## src/rtl/bus_arbiter_if.sv

```systemverilog
// Request/grant bundle between the two bus masters, the bus sequencer and the arbiter.
interface bus_arbiter_if;
    logic       m1_breq;
    logic       m2_breq;
    logic       tx_done;
    logic       s3_split;
    logic       m1_bgrant;
    logic       m2_bgrant;
    logic       m1_split;
    logic       m2_split;
    logic       s3_split_grant;
    logic [1:0] bus_sel;
    logic       bus_busy;
    logic       timeout;

    // Requester side: masters, sequencer and slave 3 drive requests and events.
    modport master (
        output m1_breq, m2_breq, tx_done, s3_split,
        input  m1_bgrant, m2_bgrant, m1_split, m2_split, s3_split_grant, bus_sel, bus_busy,
               timeout
    );

    // Arbiter side.
    modport slave (
        input  m1_breq, m2_breq, tx_done, s3_split,
        output m1_bgrant, m2_bgrant, m1_split, m2_split, s3_split_grant, bus_sel, bus_busy,
               timeout
    );
endinterface

```

## src/rtl/bus_arbiter.sv

```systemverilog
// Two-master bus arbiter with split/resume handling for slave 3.
// Optional feature macro: ARB_TIMEOUT_EN builds a per-grant watchdog that forces release after
// TIMEOUT_CYCLES owned cycles; without it the timeout output is tied low.
module bus_arbiter #(
    parameter int unsigned ARB_MODE       = 1,
    parameter int unsigned TIMEOUT_CYCLES = 1024,
    parameter int unsigned CNT_W          = 11
) (
    input logic          clk,
    input logic          rstn,
    bus_arbiter_if.slave bus
);

    typedef enum logic [1:0] {StIdle, StOwnM1, StOwnM2, StResume} state_e;

    state_e state_q, state_d;
    logic   m1_split_q, m1_split_d;
    logic   m2_split_q, m2_split_d;
    logic   resume_q, resume_d;
    logic   last_m2_q, last_m2_d;
    logic   m1_bgrant_q, m1_bgrant_d;
    logic   m2_bgrant_q, m2_bgrant_d;
    logic   s3_grant_q, s3_grant_d;
    logic   busy_q, busy_d;
    logic   timeout_q, timeout_d;

    logic own, own_m2, owner_breq, split_pend, split_take, own_end, tmo_hit;
    logic m1_elig, m2_elig, owner_elig, other_elig, e1_end, e2_end;

    // True when M2 should win, given which masters are eligible and who owned last.
    function automatic logic pick_m2(input logic e1, input logic e2, input logic last_m2);
        if (e1 && e2) begin
            return (ARB_MODE == 0) ? 1'b0 : ~last_m2;
        end
        return e2;
    endfunction

    assign own        = (state_q == StOwnM1) || (state_q == StOwnM2);
    assign own_m2     = (state_q == StOwnM2);
    assign owner_breq = own_m2 ? bus.m2_breq : bus.m1_breq;
    assign split_pend = m1_split_q | m2_split_q;
    assign split_take = own & bus.s3_split & ~split_pend;
    assign own_end    = own & (split_take | bus.tx_done | ~owner_breq | tmo_hit);
    assign m1_elig    = bus.m1_breq & ~m1_split_q;
    assign m2_elig    = bus.m2_breq & ~m2_split_q;
    // The owner is never parked; a split or watchdog release removes it from the next choice.
    assign owner_elig = owner_breq & ~split_take & ~tmo_hit;
    assign other_elig = own_m2 ? m1_elig : m2_elig;
    assign e1_end     = own_m2 ? other_elig : owner_elig;
    assign e2_end     = own_m2 ? owner_elig : other_elig;

`ifdef ARB_TIMEOUT_EN
    logic [CNT_W-1:0] cnt_q, cnt_d;

    assign tmo_hit = own && (cnt_q == CNT_W'(TIMEOUT_CYCLES - 1)) && !bus.tx_done &&
                     !split_take && owner_breq;

    // Owned-cycle counter: restarts whenever a grant ends or a new one begins.
    always_comb begin
        cnt_d = (own && !own_end) ? cnt_q + 1'b1 : '0;
    end

    // Watchdog counter register.
    always_ff @(posedge clk or negedge rstn) begin
        if (!rstn) cnt_q <= '0;
        else       cnt_q <= cnt_d;
    end
`else
    logic unused_cfg;
    assign unused_cfg = ^{CNT_W[0], TIMEOUT_CYCLES[0]};
    assign tmo_hit    = 1'b0;
`endif

    // Next-state and next-output decode.
    always_comb begin
        state_d    = state_q;
        m1_split_d = m1_split_q;
        m2_split_d = m2_split_q;
        // Slave 3 dropping its split level means the parked master can be resumed.
        resume_d   = resume_q | (split_pend & ~bus.s3_split);
        last_m2_d  = last_m2_q;
        timeout_d  = tmo_hit;

        unique case (state_q)
            StIdle: begin
                if (resume_q) begin
                    state_d = StResume;
                end else if (m1_elig || m2_elig) begin
                    state_d = pick_m2(m1_elig, m2_elig, last_m2_q) ? StOwnM2 : StOwnM1;
                end
            end
            StOwnM1, StOwnM2: begin
                if (own_end) begin
                    last_m2_d = own_m2;
                    if (split_take) begin
                        if (own_m2) m2_split_d = 1'b1;
                        else        m1_split_d = 1'b1;
                    end
                    if (resume_q) begin
                        state_d = StResume;
                    end else if (other_elig) begin
                        state_d = pick_m2(e1_end, e2_end, own_m2) ? StOwnM2 : StOwnM1;
                    end else begin
                        state_d = StIdle;
                    end
                end
            end
            StResume: begin
                state_d = m2_bgrant_q ? StOwnM2 : StOwnM1;
            end
            default: state_d = StIdle;
        endcase

        // Entering resume hands the bus to the parked master and clears the split record.
        if (state_d == StResume) begin
            m1_split_d = 1'b0;
            m2_split_d = 1'b0;
            resume_d   = 1'b0;
        end

        m1_bgrant_d = (state_d == StOwnM1) || ((state_d == StResume) && m1_split_q);
        m2_bgrant_d = (state_d == StOwnM2) || ((state_d == StResume) && m2_split_q);
        s3_grant_d  = (state_d == StResume);
        busy_d      = m1_bgrant_d | m2_bgrant_d | s3_grant_d;
    end

    // FSM state and registered outputs.
    always_ff @(posedge clk or negedge rstn) begin
        if (!rstn) begin
            state_q     <= StIdle;
            m1_split_q  <= 1'b0;
            m2_split_q  <= 1'b0;
            resume_q    <= 1'b0;
            last_m2_q   <= 1'b1;
            m1_bgrant_q <= 1'b0;
            m2_bgrant_q <= 1'b0;
            s3_grant_q  <= 1'b0;
            busy_q      <= 1'b0;
            timeout_q   <= 1'b0;
        end else begin
            state_q     <= state_d;
            m1_split_q  <= m1_split_d;
            m2_split_q  <= m2_split_d;
            resume_q    <= resume_d;
            last_m2_q   <= last_m2_d;
            m1_bgrant_q <= m1_bgrant_d;
            m2_bgrant_q <= m2_bgrant_d;
            s3_grant_q  <= s3_grant_d;
            busy_q      <= busy_d;
            timeout_q   <= timeout_d;
        end
    end

    assign bus.m1_bgrant      = m1_bgrant_q;
    assign bus.m2_bgrant      = m2_bgrant_q;
    assign bus.m1_split       = m1_split_q;
    assign bus.m2_split       = m2_split_q;
    assign bus.s3_split_grant = s3_grant_q;
    assign bus.bus_sel        = {m2_bgrant_q, m1_bgrant_q};
    assign bus.bus_busy       = busy_q;
    assign bus.timeout        = timeout_q;

endmodule

```

## src/flat_wrapper.sv

```systemverilog
// flat-port wrapper written by rule: the top's interface ports become plain ports
module bus_arbiter_flat 
#(
    parameter int unsigned ARB_MODE       = 1,
    parameter int unsigned TIMEOUT_CYCLES = 1024,
    parameter int unsigned CNT_W          = 11
)
  (clk, rstn, bus_m1_breq, bus_m2_breq, bus_tx_done, bus_s3_split, bus_m1_bgrant, bus_m2_bgrant, bus_m1_split, bus_m2_split, bus_s3_split_grant, bus_bus_sel, bus_bus_busy, bus_timeout);
  bus_arbiter_if bus_i ();
  input logic clk;
  input logic rstn;
  input wire logic [$bits(bus_i.m1_breq)-1:0] bus_m1_breq;
  input wire logic [$bits(bus_i.m2_breq)-1:0] bus_m2_breq;
  input wire logic [$bits(bus_i.tx_done)-1:0] bus_tx_done;
  input wire logic [$bits(bus_i.s3_split)-1:0] bus_s3_split;
  output wire logic [$bits(bus_i.m1_bgrant)-1:0] bus_m1_bgrant;
  output wire logic [$bits(bus_i.m2_bgrant)-1:0] bus_m2_bgrant;
  output wire logic [$bits(bus_i.m1_split)-1:0] bus_m1_split;
  output wire logic [$bits(bus_i.m2_split)-1:0] bus_m2_split;
  output wire logic [$bits(bus_i.s3_split_grant)-1:0] bus_s3_split_grant;
  output wire logic [$bits(bus_i.bus_sel)-1:0] bus_bus_sel;
  output wire logic [$bits(bus_i.bus_busy)-1:0] bus_bus_busy;
  output wire logic [$bits(bus_i.timeout)-1:0] bus_timeout;
  assign bus_i.m1_breq = bus_m1_breq;
  assign bus_i.m2_breq = bus_m2_breq;
  assign bus_i.tx_done = bus_tx_done;
  assign bus_i.s3_split = bus_s3_split;
  assign bus_m1_bgrant = bus_i.m1_bgrant;
  assign bus_m2_bgrant = bus_i.m2_bgrant;
  assign bus_m1_split = bus_i.m1_split;
  assign bus_m2_split = bus_i.m2_split;
  assign bus_s3_split_grant = bus_i.s3_split_grant;
  assign bus_bus_sel = bus_i.bus_sel;
  assign bus_bus_busy = bus_i.bus_busy;
  assign bus_timeout = bus_i.timeout;
  bus_arbiter #(.ARB_MODE(ARB_MODE), .TIMEOUT_CYCLES(TIMEOUT_CYCLES), .CNT_W(CNT_W)) u_core (.clk(clk), .rstn(rstn), .bus(bus_i));
endmodule
```

## config.mk

```make
export PLATFORM = sky130hd
export DESIGN_NAME = bus_arbiter_flat
export DESIGN_NICKNAME = d
export VERILOG_FILES = /design/src/rtl/bus_arbiter_if.sv /design/src/rtl/bus_arbiter.sv /design/src/flat_wrapper.sv
export SDC_FILE = /design/constraint.sdc
export NUM_CORES = 1
export LEC_CHECK = 0
export CELL_PAD_IN_SITES_DETAIL_PLACEMENT = 1
export CELL_PAD_IN_SITES_GLOBAL_PLACEMENT = 1
export CORE_UTILIZATION = 31
export CTS_BUF_LIST = sky130_fd_sc_hd__clkbuf_8 sky130_fd_sc_hd__clkbuf_16
export DETAILED_ROUTE_END_ITERATION = 10
export HOLD_SLACK_MARGIN = 0.1
export PLACE_DENSITY = 0.76
export SYNTH_ARGS = -nofsm -noshare
export SYNTH_HDL_FRONTEND = slang
export SYNTH_SLANG_ARGS = --single-unit
```

## constraint.sdc

```tcl
create_clock -name clk -period 2.2 [get_ports clk]
set_input_delay 0.55 -clock clk [delete_from_list [all_inputs] [get_ports clk]]
set_output_delay 0.55 -clock clk [all_outputs]
set_load 0.05 [all_outputs]
```

# After elaboration in Yosys (flattened, before gate mapping)
# Index checks and enable logic that the tools add are counted.
# classes
n_eq_ne,7
muxes,44
bitwise_logic,21
reduce_logical,17
# op_table
cell,count
2-to-1 mux 1 bit,35
2-to-1 mux 2 bit,8
== test 2 bit (second input constant),4
NOT 1 bit,8
AND reduction 4 bit,2
nonzero test 2 bit,4
AND 1 bit,7
bitwise OR 1 bit,6
one-hot mux 2 bit (3 select lines),1
== test 2 x 1 -> 1 bit (second input constant),2
logical AND 1 bit,4
logical OR 1 bit,4
logical NOT 2 bit,1
inequality test 2 x 1 -> 1 bit (second input constant),1
AND reduction 2 bit,1
OR reduction 2 bit,1
# totals
reg_bits,10
in_bits,6

# Depth between registers and ports, before layout
# Gate-level depths: netlist of the first run.
# logic_depth
word_depth,28
depth_mapped,8
depth_no_buf,7

# Least setup slack after synthesis of the first run
# Ideal clock, no wire load.
# synth_timing
path_type,reg-to-reg
startpoint,"register u_core.m2_split_q, in the netlist u_core.bus.m2_split"
endpoint,"register u_core.busy_q, in the netlist u_core.bus.bus_busy"
setup_ps,124
t_arrival_ps,2132
slack_ps,-56
stages_incl_launch_ff,7
synth_period_minus_slack_ps,2256
cell_sequence,dfrtp_1 -> nor3b_1 -> or3_4 -> or4_1 -> and3_1 -> buf_6 -> or2_1
# synth_between
elab_chain_cells,27
# synth_rtl
element,line,text
from (decl),bus_arbiter.sv:18,"logic m2_split_q, m2_split_d;"
from (signal assigned),bus_arbiter.sv:143,m2_split_q <= m2_split_d;
bitwise OR 1 bit,bus_arbiter.sv:41,assign split_pend = m1_split_q | m2_split_q;
NOT 1 bit,bus_arbiter.sv:42,assign split_take = own & bus.s3_split & ~split_pend;
AND 1 bit,bus_arbiter.sv:42,
NOT 1 bit,bus_arbiter.sv:47,assign owner_elig = owner_breq & ~split_take & ~tmo_hit;
AND 1 bit,bus_arbiter.sv:47,
2-to-1 mux 1 bit (on tied branches),"bus_arbiter.sv:49, bus_arbiter.sv:50",
logical AND 1 bit,bus_arbiter.sv:32,if (e1 && e2) begin
2-to-1 mux 1 bit,bus_arbiter.sv:32,
[13 not listed],n/a,
one-hot mux 2 bit (3 select lines) (*),bus_arbiter.sv:84,unique case (state_q)
net u_core.state_d[0],bus_arbiter.sv:16,"state_e state_q, state_d;"
== test 2 bit,"bus_arbiter.sv:121, bus_arbiter.sv:122, bus_arbiter.sv:123",
logical AND 1 bit (on tied branches),"bus_arbiter.sv:121, bus_arbiter.sv:122",
logical OR 1 bit (on tied branches),"bus_arbiter.sv:121, bus_arbiter.sv:122",
bitwise OR 1 bit,bus_arbiter.sv:124,busy_d = m1_bgrant_d | m2_bgrant_d | s3_grant_d;
bitwise OR 1 bit (*),bus_arbiter.sv:124,
net u_core.busy_d,bus_arbiter.sv:24,"logic busy_q, busy_d;"
to (signal assigned),bus_arbiter.sv:149,busy_q <= busy_d;
to (decl),bus_arbiter.sv:24,
# The timed path passes the listed nets; every way through them passes the cells marked *. The select of a mux whose other input is x is not followed.
# A chain may end at the register's enable or synchronous reset.

# Final worst setup path of the first run
# layout_timing
startpoint,input bus_tx_done
endpoint,"register u_core.busy_q, in the netlist u_core.bus.bus_busy"
# layout_between
elab_chain_cells,10
# layout_rtl
element,line,text
from (decl),flat_wrapper.sv:14,input wire logic [$bits(bus_i.tx_done)-1:0] bus_tx_done;
bitwise OR 1 bit (*) (2 in a row),bus_arbiter.sv:43,assign own_end = own & (split_take | bus.tx_done | ~owner_breq | tmo_hit);
AND 1 bit (*),bus_arbiter.sv:43,
2-to-1 mux 2 bit (*),bus_arbiter.sv:93,if (own_end) begin
one-hot mux 2 bit (3 select lines) (*),bus_arbiter.sv:84,
== test 2 bit,"bus_arbiter.sv:121, bus_arbiter.sv:122, bus_arbiter.sv:123",
logical AND 1 bit (on tied branches),"bus_arbiter.sv:121, bus_arbiter.sv:122",
logical OR 1 bit (on tied branches),"bus_arbiter.sv:121, bus_arbiter.sv:122",
bitwise OR 1 bit,bus_arbiter.sv:124,
bitwise OR 1 bit (*),bus_arbiter.sv:124,
net u_core.busy_d,bus_arbiter.sv:24,
# The timed path passes the listed nets; every way through them passes the cells marked *.

==> metrics.txt, run 1 <==
status=finished clean; most common cell in the netlist=dfrtp_1; Final Skew=~0.32 ps; Worst EP required=roughly 2300 ps; Post-synth top flop=dfrtp_1; Slew @ Worst Pin=503 ps; Syn Area/Cell=between 9 and 10 µm²; Worst EP arrival=~2300 ps; Yosys warning count=0; asr flop ratio synth=100%; Yosys reg bits=10; Clock Latency Late Sink=between 200 and 250 ps; Final Max Tran Viols=0; r2r setup slk=80 ps; clk slew on worst S/H paths=50 ps; Avg WL per Cell=about 15 µm; layout cells sized above 1=25.9%; H-Tree Depth=1; Crit-path slowest cell=or4_1; worst hold-check path type=reg2reg; synthesized cell area=a little under 600 µm²; Period minus WS final=between 2000 and 2500 ps; drt via density=~5; Top delay family on crit path=simple AND/OR/NAND/NOR gates; post-synth top area cell=dfrtp_1; largest net degree at the start of global routing=11; Routed Wire Length=1.59 mm; CTS max path bufs=2; total gr overflow=0; initial DRC count=3; R2R depth=7; core area=approximately 0.0017 mm²; # IOs=15; DRT Pass-1 Iters=2; Crit Path Category=in2reg; crit-path max cell delay=~470 ps; CTS tree=done; TritonCTS Buffers=3; vias in the first global route=around 520; post-synth top area share=about two fifths; # fillers=roughly 210; Critical Path End Type=flip-flop; Syn Nets=69; Post-DP HPWL=about 1.2 mm; DR vias=approximately 520; Root Buffer=clkbuf_8; crit path max fanout=8; Setup crit start kind=input pin; Gate Count Post-Synth=60; n_diodes=0; Layout Area Growth over Synthesis=44.2%; die width=45.6 µm; post-route ant nets=0; CP Cell Sequence=clkdlybuf4s50_1, or3_4, or4_1, and3_4, or2_1; buffer and inverter count on the worst path=1; Post-synth EDFFs=0; Die Y=45.6 µm; top cells by area, synth=dfrtp_1 38%, ha_1 6.4%, dfstp_2 4.5%; maxcap violations=0; DRC viols=0; setup TNS=0 ps; RD Place Congestion=0.816; Port Buffers=13; initial antenna violation count=0; final setup violation count=0; Slew HR=approximately 66%; Fmax=about 470 MHz; Nets=91; Final Hold Fails=0; period utilization=a little over nine tenths; Post-synth top cells=9 x dfrtp_1, 5 x a21oi_1, 4 x inv_1, 4 x nor2b_1; clock sink count=10; worst hold path cell count=2; initial core utilization=33.8%; Unique masters post-synth=30; Rows=15; first-pass GRT wire length=2.53 mm; Overall Global Routing Usage=18.0%; post-synthesis sequential area ratio=a little over two fifths; die area=0.00208 mm²; WP depth=5; RSZ-0062 raised after global routing=no
worst register-to-register path: cells and delay by family (launching register included):
| kind | cells | cell delay, ps |
|---|---|---|
| muxes | 1 | 100 |
| adders and majority gates | 1 | 210 |
| and+or+nand+nor | 4 | 1240 |
| DFF | 1 | 370 |
| buffers and inverters | 1 | 90 |
timing repair:
item	CTS	global route
hold endpoints to repair	0	0
resized for setup	7	0
hold buffers	0	0
setup buffers	1	0
setup endpoints to repair	7	0
worst paths after layout:
path | start | endpoint
min reg2reg | u_core.resume_q$_DFF_PN0_ | u_core.resume_q$_DFF_PN0_
min in group asynchronous | rstn | u_core.bus.bus_busy$_DFF_PN0_
max in group asynchronous | rstn | u_core.last_m2_q$_DFFE_PN1P_
max reg2reg | u_core.state_q[0]$_DFF_PN0_ | u_core.bus.bus_busy$_DFF_PN0_
max | bus_tx_done | u_core.bus.bus_busy$_DFF_PN0_
min | u_core.resume_q$_DFF_PN0_ | u_core.resume_q$_DFF_PN0_
per-layer routing:
metal  part of all wire, %  routed length, µm  track usage, %  vias to the layer above
met3                   2.0                 32            2.38                        4
met1                    44                696            22.9                      259
met4                   1.2                 19            7.27                        0
li1                      -                  -               -                      252
met2                    53                845            30.6                        9
met5                     0                  0               0                        -
cells in the final DEF, fill, tap and decap left out, types with 3 or more instances in the layout:
master,synthesis,final
a21oi_1,5,5
nor2b_1,4,4
clkdlybuf4s50_1,0,10
nor2_1,3,3
clkbuf_8,0,4
dlygate4sd2_1,0,3
a31oi_1,3,3
dfrtp_1,9,7
buf_4,3,8
inv_1,4,4
flip-flops by register name, summed over array words and instances (netlist names):
| signal | count |
|---|---|
| u_core.state_q | 2 |
| u_core.bus.bus_busy | 1 |
| u_core.bus.m1_bgrant | 1 |
| u_core.bus.m1_split | 1 |
| u_core.bus.m2_bgrant | 1 |
| u_core.bus.m2_split | 1 |
| u_core.bus.s3_split_grant | 1 |
| u_core.last_m2_q | 1 |
| u_core.resume_q | 1 |
metrics by stage:
stage	cells	cell area (µm²)	util, %	hold WS [ps]	setup WS [ps]
finish	106	850	48.7	617	57.2
global route	106	850	48.7	626	13.9
CTS	106	850	48.7	620	52.9
detailed placement	101	774	44.4	614	-424
global placement	101	774	44.4	580	-369
floorplan	60	594	-	254	29.7
logic make-up after synthesis:
family / Yosys count / share of synthesized area (%)
multiplexers: 2 / 3.61
flip-flops: 10 / 42.7
buffers and inverters: 8 / 8.28
other: 1 / 0.636
adder cells (fa/ha/maj): 3 / 6.37
AO/OA/AOI/OAI: 15 / 16.8
AND/OR/NAND/NOR: 21 / 21.7
area by class of cell:
type / instances / area (µm²) / share of cell area [%]
Inverter: 4 / 15.0 / 1.77
Sequential cell: 10 / 254 / 29.9
Clock buffer: 4 / 55.1 / 6.48
Tap cell: 25 / 31.3 / 3.68
Multi-Input combinational cell: 42 / 308 / 36.2
Timing Repair Buffer: 21 / 186 / 21.9
Power of run 1 is not shown: default switching activity piles up to over one toggle a cycle in this logic, so the estimate is an artifact.
==> run 2, diff against run 1 <==
--- a/config.mk
+++ b/config.mk
@@ -7,6 +7,7 @@
 export LEC_CHECK = 0
 export CELL_PAD_IN_SITES_DETAIL_PLACEMENT = 1
 export CELL_PAD_IN_SITES_GLOBAL_PLACEMENT = 1
+export CORE_MARGIN = 3
 export CORE_UTILIZATION = 31
 export CTS_BUF_LIST = sky130_fd_sc_hd__clkbuf_8 sky130_fd_sc_hd__clkbuf_16
 export DETAILED_ROUTE_END_ITERATION = 10
==> run 2 against run 1 <==
Compared with the run above: count of clock-buffer cells in the layout unchanged; critical path depth unchanged; core utilization decreased by 0.092 points; via count decreased by 1.1%; critical endpoint unchanged; highest routed layer unchanged.
==> metrics.txt, run 2 (synthesis gave the netlist of run 1 again) <==
final setup violation count=0; layout cells sized above 1=roughly 27%; H-Tree Depth=1; Final Skew=between 1 and 1.5 ps; Die Y=between 40 and 50 µm; Routed Wire Length=1.54 mm; crit-path max cell delay=between 400 and 500 ps; initial antenna violation count=0; worst hold-check path type=reg2reg; DP Worst Slack=-430 ps; clock sink count=10; Slew HR=approximately 66%; Placed Cells=~100; final worst-path setup slack=between 50 and 60 ps; # fillers=210; post-route insts no fill=106; initial DRC count=4; vias in the first global route=between 500 and 600; Top delay family on crit path=simple AND/OR/NAND/NOR gates; Root Buffer=clkbuf_8; Post-DP HPWL=around 1.2 mm; Final Hold Fails=0; CTS tree=done; initial core utilization=about a third; commonest non-fill, non-tap cells in the layout=10 x clkdlybuf4s50_1, 8 x buf_4, 7 x dfrtp_1; Fmax=467 MHz; DRC viols=0; largest register by flop count=u_core.state_q; maxcap violations=0; post-route cell area=~860 µm²; Worst EP required=around 2300 ps; period utilization=a little over nine tenths; crit path max fanout=8; largest net degree at the start of global routing=11; CP Cell Sequence=clkdlybuf4s50_1, or3_4, or4_4, and3_4, or2_1; Crit-path slowest cell=or4_4; die width=slightly below 50 µm; TritonCTS Buffers=3; Port Buffers=13; Crit Path Category=in2reg; CTS max path bufs=2; Overall Global Routing Usage=between 10% and 20%; RD Place Congestion=between 0.7 and 0.8; Worst EP arrival=2260 ps; Final Max Tran Viols=0; buffer and inverter count on the worst path=1; n_diodes=0; DR vias=roughly 520; Layout Area Growth over Synthesis=45.4%; die area=0.00246 mm²; Critical Path End Type=flip-flop; post-route ant nets=0; clk slew on worst S/H paths=50 ps; DRT Pass-1 Iters=2; Rows=15; Largest register FFs=2; Setup crit start kind=input pin; drt via density=roughly 4.9; core area=0.00176 mm²; Nets=91; RSZ-0062 raised after global routing=no; Clock Latency Late Sink=approximately 240 ps; first-pass GRT wire length=around 2.6 mm; Slew @ Worst Pin=between 500 and 600 ps; Avg WL per Cell=about 15 µm; CTS hold repair buffers=0; total gr overflow=0; Period minus WS final=~2100 ps; # IOs=15; dpl cell area=roughly 770 µm²; status=finished clean; most common cell after layout, fill and taps aside=clkdlybuf4s50_1
-- run 2: what timing repair did --
item / CTS / global route
endpoints found under the hold margin: 0 / 0
pin swaps: 0 / 2
endpoints found under the setup margin: 7 / 3
gates cloned: 0 / 0
buffers inserted: 1 / 0
resized for setup: 6 / 2
-- run 2: through the flow --
stage / setup TNS [ps] / hold WS, ps / util, %
after floorplan: 0 / 254 / -
after global placement: -2310 / 587 / 43.9
after detailed placement: -2800 / 583 / 43.9
after CTS: 0 / 604 / 47.8
after global routing: 0 / 643 / 48.6
final: 0 / 605 / 48.6
-- run 2: worst paths after layout --
path | from | end | slack, ps | cells after the start
hold / removal | u_core.resume_q$_DFF_PN0_ | u_core.resume_q$_DFF_PN0_ | 600 | 2
max in group asynchronous | rstn | u_core.bus.m1_split$_DFFE_PN0P_ | 1230 | 1
setup reg to reg | u_core.state_q[0]$_DFF_PN0_ | u_core.bus.bus_busy$_DFF_PN0_ | 100 | 7
hold reg to reg | u_core.resume_q$_DFF_PN0_ | u_core.resume_q$_DFF_PN0_ | 600 | 2
min in group asynchronous | rstn | u_core.resume_q$_DFF_PN0_ | 630 | 1
setup / recovery | bus_tx_done | u_core.bus.bus_busy$_DFF_PN0_ | 60 | 5
-- run 2: metal layers --
layer / wire length (µm) / up-vias / track usage [%]
met5: 0 / - / 0
met4: 21 / 0 / 5.53
met3: 58 / 2 / 4.83
met2: 795 / 11 / 25.8
met1: 664 / 250 / 14.7
li1: - / 255 / -
-- run 2: layout make-up --
class,count,area [µm²],area share (%)
multi-input combinational,42,315,36.8
sequential,10,254,29.6
timing repair buffer,21,186,21.8
clock buffer,4,55.1,6.42
tap,25,31.3,3.65
inverter,4,15.0,1.75
-- run 2: worst min-delay path: stages, from the launching register on --
cell     delay (ps)
dfrtp_1         390
nor2_1           70
a21oi_1         100
Power of run 2 is left out for the same reason.
